## src/rtl/debounce_multi.sv

```systemverilog
// debounce_multi: N-channel push-button debouncer with one shared sample-tick
// divider, per-channel stability counters, press/release pulses and an
// optional hold-to-repeat pulse. Everything runs on the single system clock.
module debounce_multi #(
    parameter int N_CH        = 4,
    parameter int TICK_DIV    = 250000,
    parameter int STABLE_CNT  = 4,
    parameter int ACTIVE_LOW  = 0,
    parameter int REPEAT_DLY  = 0,
    parameter int REPEAT_RATE = 40
) (
    input  logic            clk,
    input  logic            rst_n,
    input  logic [N_CH-1:0] btn_in,
    output logic [N_CH-1:0] btn_level,
    output logic [N_CH-1:0] btn_press,
    output logic [N_CH-1:0] btn_release,
    output logic [N_CH-1:0] btn_repeat,
    output logic            sample_tick
);

    localparam int TW = $clog2(TICK_DIV);
    localparam logic [TW-1:0] TICK_LAST = TW'(TICK_DIV - 1);
    localparam int CW = $clog2(STABLE_CNT + 1);
    localparam logic [CW-1:0] CNT_LAST = CW'(STABLE_CNT - 1);

    logic [N_CH-1:0] in_pol;
    logic [N_CH-1:0] sync_meta;
    logic [N_CH-1:0] sync;
    logic [TW-1:0]   tick_cnt;

    // Normalise polarity so that 1 always means "button pushed" downstream.
    assign in_pol = btn_in ^ {N_CH{ACTIVE_LOW != 0}};

    // Two-flop synchroniser per channel for the asynchronous button inputs.
    always_ff @(posedge clk or negedge rst_n) begin
        if (!rst_n) begin
            sync_meta <= '0;
            sync      <= '0;
        end else begin
            sync_meta <= in_pol;
            sync      <= sync_meta;
        end
    end

    // Shared free-running divider; wraps at TICK_DIV-1 so the strobe period is exact.
    always_ff @(posedge clk or negedge rst_n) begin
        if (!rst_n) begin
            tick_cnt <= '0;
        end else if (sample_tick) begin
            tick_cnt <= '0;
        end else begin
            tick_cnt <= tick_cnt + 1'b1;
        end
    end

    assign sample_tick = (tick_cnt == TICK_LAST);

    for (genvar i = 0; i < N_CH; i++) begin : g_ch
        logic [CW-1:0] cnt;
        logic          level_q;
        logic          press_q;
        logic          release_q;
        logic          rep_q;
        logic          flip;

        // The debounced level flips on the tick that completes STABLE_CNT disagreeing samples.
        assign flip = sample_tick && (sync[i] != level_q) && (cnt == CNT_LAST);

        // Stability counter, debounced level and the edge pulses, all updated on the same edge.
        always_ff @(posedge clk or negedge rst_n) begin
            if (!rst_n) begin
                cnt       <= '0;
                level_q   <= 1'b0;
                press_q   <= 1'b0;
                release_q <= 1'b0;
            end else begin
                press_q   <= 1'b0;
                release_q <= 1'b0;
                if (sample_tick) begin
                    if (flip) begin
                        cnt       <= '0;
                        level_q   <= ~level_q;
                        press_q   <= ~level_q;
                        release_q <= level_q;
                    end else if (sync[i] == level_q) begin
                        cnt <= '0;
                    end else begin
                        cnt <= cnt + 1'b1;
                    end
                end
            end
        end

        if (REPEAT_DLY > 0) begin : g_rep
            localparam int HMAX = (REPEAT_DLY > REPEAT_RATE) ? REPEAT_DLY : REPEAT_RATE;
            localparam int HW   = $clog2(HMAX + 1);

            logic [HW-1:0] hcnt;
            logic [HW-1:0] hnext;
            logic [HW-1:0] target;
            logic          rep_phase;

            assign hnext  = hcnt + 1'b1;
            assign target = rep_phase ? HW'(REPEAT_RATE) : HW'(REPEAT_DLY);

            // Hold counter: first pulse after REPEAT_DLY ticks, then every REPEAT_RATE;
            // a release tick (or any tick not held) clears it so release always wins.
            always_ff @(posedge clk or negedge rst_n) begin
                if (!rst_n) begin
                    hcnt      <= '0;
                    rep_phase <= 1'b0;
                    rep_q     <= 1'b0;
                end else begin
                    rep_q <= 1'b0;
                    if (sample_tick) begin
                        if (!level_q || flip) begin
                            hcnt      <= '0;
                            rep_phase <= 1'b0;
                        end else if (hnext == target) begin
                            hcnt      <= '0;
                            rep_phase <= 1'b1;
                            rep_q     <= 1'b1;
                        end else begin
                            hcnt <= hnext;
                        end
                    end
                end
            end
        end else begin : g_norep
            assign rep_q = 1'b0;
        end

        assign btn_level[i]   = level_q;
        assign btn_press[i]   = press_q;
        assign btn_release[i] = release_q;
        assign btn_repeat[i]  = rep_q;
    end

endmodule

```

## config.mk

```make
export PLATFORM = sky130hd
export DESIGN_NAME = debounce_multi
export DESIGN_NICKNAME = d
export VERILOG_FILES = /design/src/rtl/debounce_multi.sv
export SDC_FILE = /design/constraint.sdc
export NUM_CORES = 1
export LEC_CHECK = 0
export CORE_ASPECT_RATIO = 0.5
export CORE_MARGIN = 5
export CORE_UTILIZATION = 45
export CTS_CLUSTER_DIAMETER = 200
export DETAILED_ROUTE_END_ITERATION = 8
export PLACE_DENSITY = 0.65
export SLEW_MARGIN = 20
export SYNTH_ARGS = -nofsm -noshare
export SYNTH_HDL_FRONTEND = slang
export SYNTH_SLANG_ARGS = --single-unit
```

## constraint.sdc

```tcl
create_clock -name clk -period 3 [get_ports clk]
set_input_delay 0.75 -clock clk [delete_from_list [all_inputs] [get_ports clk]]
set_output_delay 0.75 -clock clk [all_outputs]
set_load 0.01 [all_outputs]
```

==> impl_metrics.csv <==
group,metric,value,unit
synth,synth_top_family_by_area,"simple AND/OR/NAND/NOR gates",
layout,fillerInstances,446,
layout,drive_gt1_frac,0.1683,
routing,dr.max_layer_used,"met4",
timing,fin_crit,2.794,ns
layout,final_nets,222,
routing,first_pass_iters,5,
clock_network,post-cts-setup-buffers,0,
worst_hold_path,min_to,"sync[2]",
floorplan,die_x,113.3,um
layout,utilization,0.5221,
critical_path,crit_arrival,2.04,ns
floorplan,ios,23,
placed_design,pre_cts_slack,0.4426,ns
worst_hold_path,hold_depth,0,
synth,synth_cell_type_count,30,
synth,synth_adder_area_share,0.04692,
synth,synth_top_area_frac,0.5214,
routing,viasPerCell,4.968,
critical_path,r2r-end,"g_ch[1].cnt[0]",
floorplan,initial_core_util,0.4757,
clock_network,root_buffer,"clkbuf_8",
placed_design,io_buffers,18,
routing,ant_nets,0,
clock_network,clk_latency,0.29,ns
placed_design,dp_hpwl,2675,um
clock_network,clkTransAtPathRegs,0.09,ns
routing,dr_wl_met3,133,um
critical_path,reg2reg_from,"tick_cnt[0]",
routing,wl_per_cell,13.54,um
worst_hold_path,hp-class,"reg2reg",
global_route,antenna_found_initial,0,
synth,yosysSeqAreaShare,0.5214,
worst_hold_path,holdCritStartpoint,"sync_meta[2]",
timing,finalCritPeriodShare,0.9315,
synth,synthTopCellsByArea,"dfrtp_1 (52%), mux2_4 (6.9%), buf_4 (5.0%), ha_1 (4.7%), nor2_1 (3.8%)",
floorplan,rows,18,
power_and_ir_drop,leakage,1.246,nW
critical_path,cp_max_fo,6,
critical_path,required,2.25,ns
run,drv_cap,0,
synth,synth_xor_xnor_area_share,0.06569,
power_and_ir_drop,p_total,1.158,mW
synth,synth_cells,196,
synth,yosys_warnings,0,
synth,ys_seq_elements,50,
timing,maxSlewHeadroom,0.6308,
floorplan,die_h,61.64,um
floorplan,dieArea,6982,um2
synth,syn_avg_cell_area,12.24,um2
global_route,grt_pass1_wl,6513,um
clock_network,cts_resized,0,
timing,fin_worst_skew,0.003913,ns
critical_path,rr_worst_depth,6,
clock_network,clock_sinks,50,
routing,vias,1381,
placed_design,globalplace.congestion,0.7700,
layout,stdcell_area,2634,um2
critical_path,end_kind,"primary output",
layout,syn2layout_area_growth,9.750,%
timing,fmax,357.9,MHz
timing,drv_slew,0,
routing,wirelength,3764,um
power_and_ir_drop,ir_drop,0.0002298,V
global_route,grt_pass1_vias,1385,
synth,post_synth_and_or_nand_nor_area_fraction,0.1783,
clock_network,h-tree-depth,2,
clock_network,cts_tree,"done",
routing,route.met2.wl,1830,um
global_route,grt_overflow_total,0,
synth,synthMuxAreaShare,0.09228,
timing,setup_viol,0,
timing,fin_ws,0.2056,ns
clock_network,postCtsHoldBufs,0,
synth,yosysTopAreaCell,"dfrtp_1",
floorplan,coreArea,5045,um2
routing,drt_first_iter_violations,36,
routing,drc,0,
global_route,grt_use_total,0.1202,
clock_network,numCtsBuffers,5,
status,run_status,"complete, no violations",
timing,finalSetupTns,0,ns
timing,hold_viol_final,0,
power_and_ir_drop,power_density,439.6,nW/um2
layout,num_antenna_cells,0,
synth,synth_compound_area_frac,0.005735,
synth,synth.cell_area,2400,um2
global_route,grt_max_degree,31,
clock_network,clk_path_buf_depth,2,
placed_design,dpl_cell_area,2522,um2
critical_path,startpoint_type,"flop",
routing,drt-met1-wl,1772,um
timing,rsz0062_at_grt,"no",
timing,tightestPinTransition,0.5537,ns
critical_path,r2r_slack,0.93,ns
critical_path,path_class,"reg2out",
## stage by stage
stage	instances	hold WS [ns]
finish	278	0.3525
global route	278	0.3636
CTS	278	0.3561
detailed placement	270	0.3356
global placement	270	0.3333
floorplan	199	0.3312
## metal layers
layer | global-route usage | up-vias
met5 | 0 | -
met4 | 0.03082 | 0
met3 | 0.03435 | 2
met2 | 0.2155 | 16
met1 | 0.1475 | 699
li1 | - | 664
## Yosys cell counts
library cell,instances
a21oi_1,1
a31o_2,1
and2_1,1
and2_4,1
and3_1,2
and3_4,1
and4_4,1
and4b_1,8
and4bb_1,1
buf_12,1
buf_4,16
buf_6,3
conb_1,1
dfrtp_1,50
ha_1,9
inv_1,10
mux2_2,5
mux2_4,11
nand2_1,2
nand2b_1,4
nand3_1,10
nand4_1,6
nor2_1,24
nor2b_1,1
nor3_1,2
nor4_1,4
nor4_2,1
nor4_4,1
xnor2_1,10
xor2_1,8
## layout by cell type (no fill, tap or decap), types with 4 or more instances in the layout
cell | synthesis | routed
and4b_1 | 8 | 8
nand2b_1 | 4 | 4
nand4_1 | 6 | 6
clkdlybuf4s50_1 | 0 | 17
nor2_1 | 24 | 24
ha_1 | 9 | 9
nor4_1 | 4 | 4
dfrtp_1 | 50 | 50
mux2_4 | 11 | 11
clkbuf_8 | 0 | 8
mux2_2 | 5 | 5
xor2_1 | 8 | 8
conb_1 | 1 | 4
xnor2_1 | 10 | 10
nand3_1 | 10 | 10
inv_1 | 10 | 10
## kinds of logic (layout without fill, tap and decap cells)
logic type | after synthesis | after routing
AO/OA/AOI/OAI | 2 | 2
other | 1 | 4
flip-flops | 50 | 50
AND/OR/NAND/NOR | 70 | 70
XOR/XNOR | 18 | 18
buffers and inverters | 30 | 39
adder cells (fa/ha/maj) | 9 | 9
multiplexers | 16 | 16
## worst max-delay path: stages (launching register included)
cell	delay, ns
dfrtp_1	0.41
ha_1	0.22
and3_4	0.21
and2_2	0.21
and2_4	0.17
clkdlybuf4s50_1	0.54
## final cells by class
cell class	instances	area, um2	share of cell area
multi-input cells	119	949.7	0.3606
repair buffers	21	197.7	0.07506
clock buffers	8	110.1	0.04181
well taps	70	87.58	0.03325
inverters	10	37.54	0.01425
flip-flops and latches	50	1251	0.4751
## how the worst max path moves through the flow
stage | slack [ns] | start | endpoint | depth (start not counted)
floorplan | 0.92 | tick_cnt[0] | sample_tick | 6
global placement | 0.54 | tick_cnt[0] | sample_tick | 5
detailed placement | 0.44 | tick_cnt[0] | sample_tick | 5
CTS | 0.10 | tick_cnt[0] | sample_tick | 5
global route | 0.09 | tick_cnt[0] | sample_tick | 5
finish | 0.21 | tick_cnt[0] | sample_tick | 5
## state kept, by name (all words and copies together), names as in the netlist
register and cells:
g_ch.release_q 4, sync 4, sync_meta 4, tick_cnt 18
g_ch.press_q 4, g_ch.cnt 12, g_ch.level_q 4
## power by group
group          internal, mW  leakage [nW]  switching [mW]
sequential            0.679         0.666         0.00346
combinational       0.00951         0.523          0.0196
clock                 0.233        0.0575           0.214
total                 0.921          1.25           0.237
No activity file was read; power rests on OpenSTA's default activity.
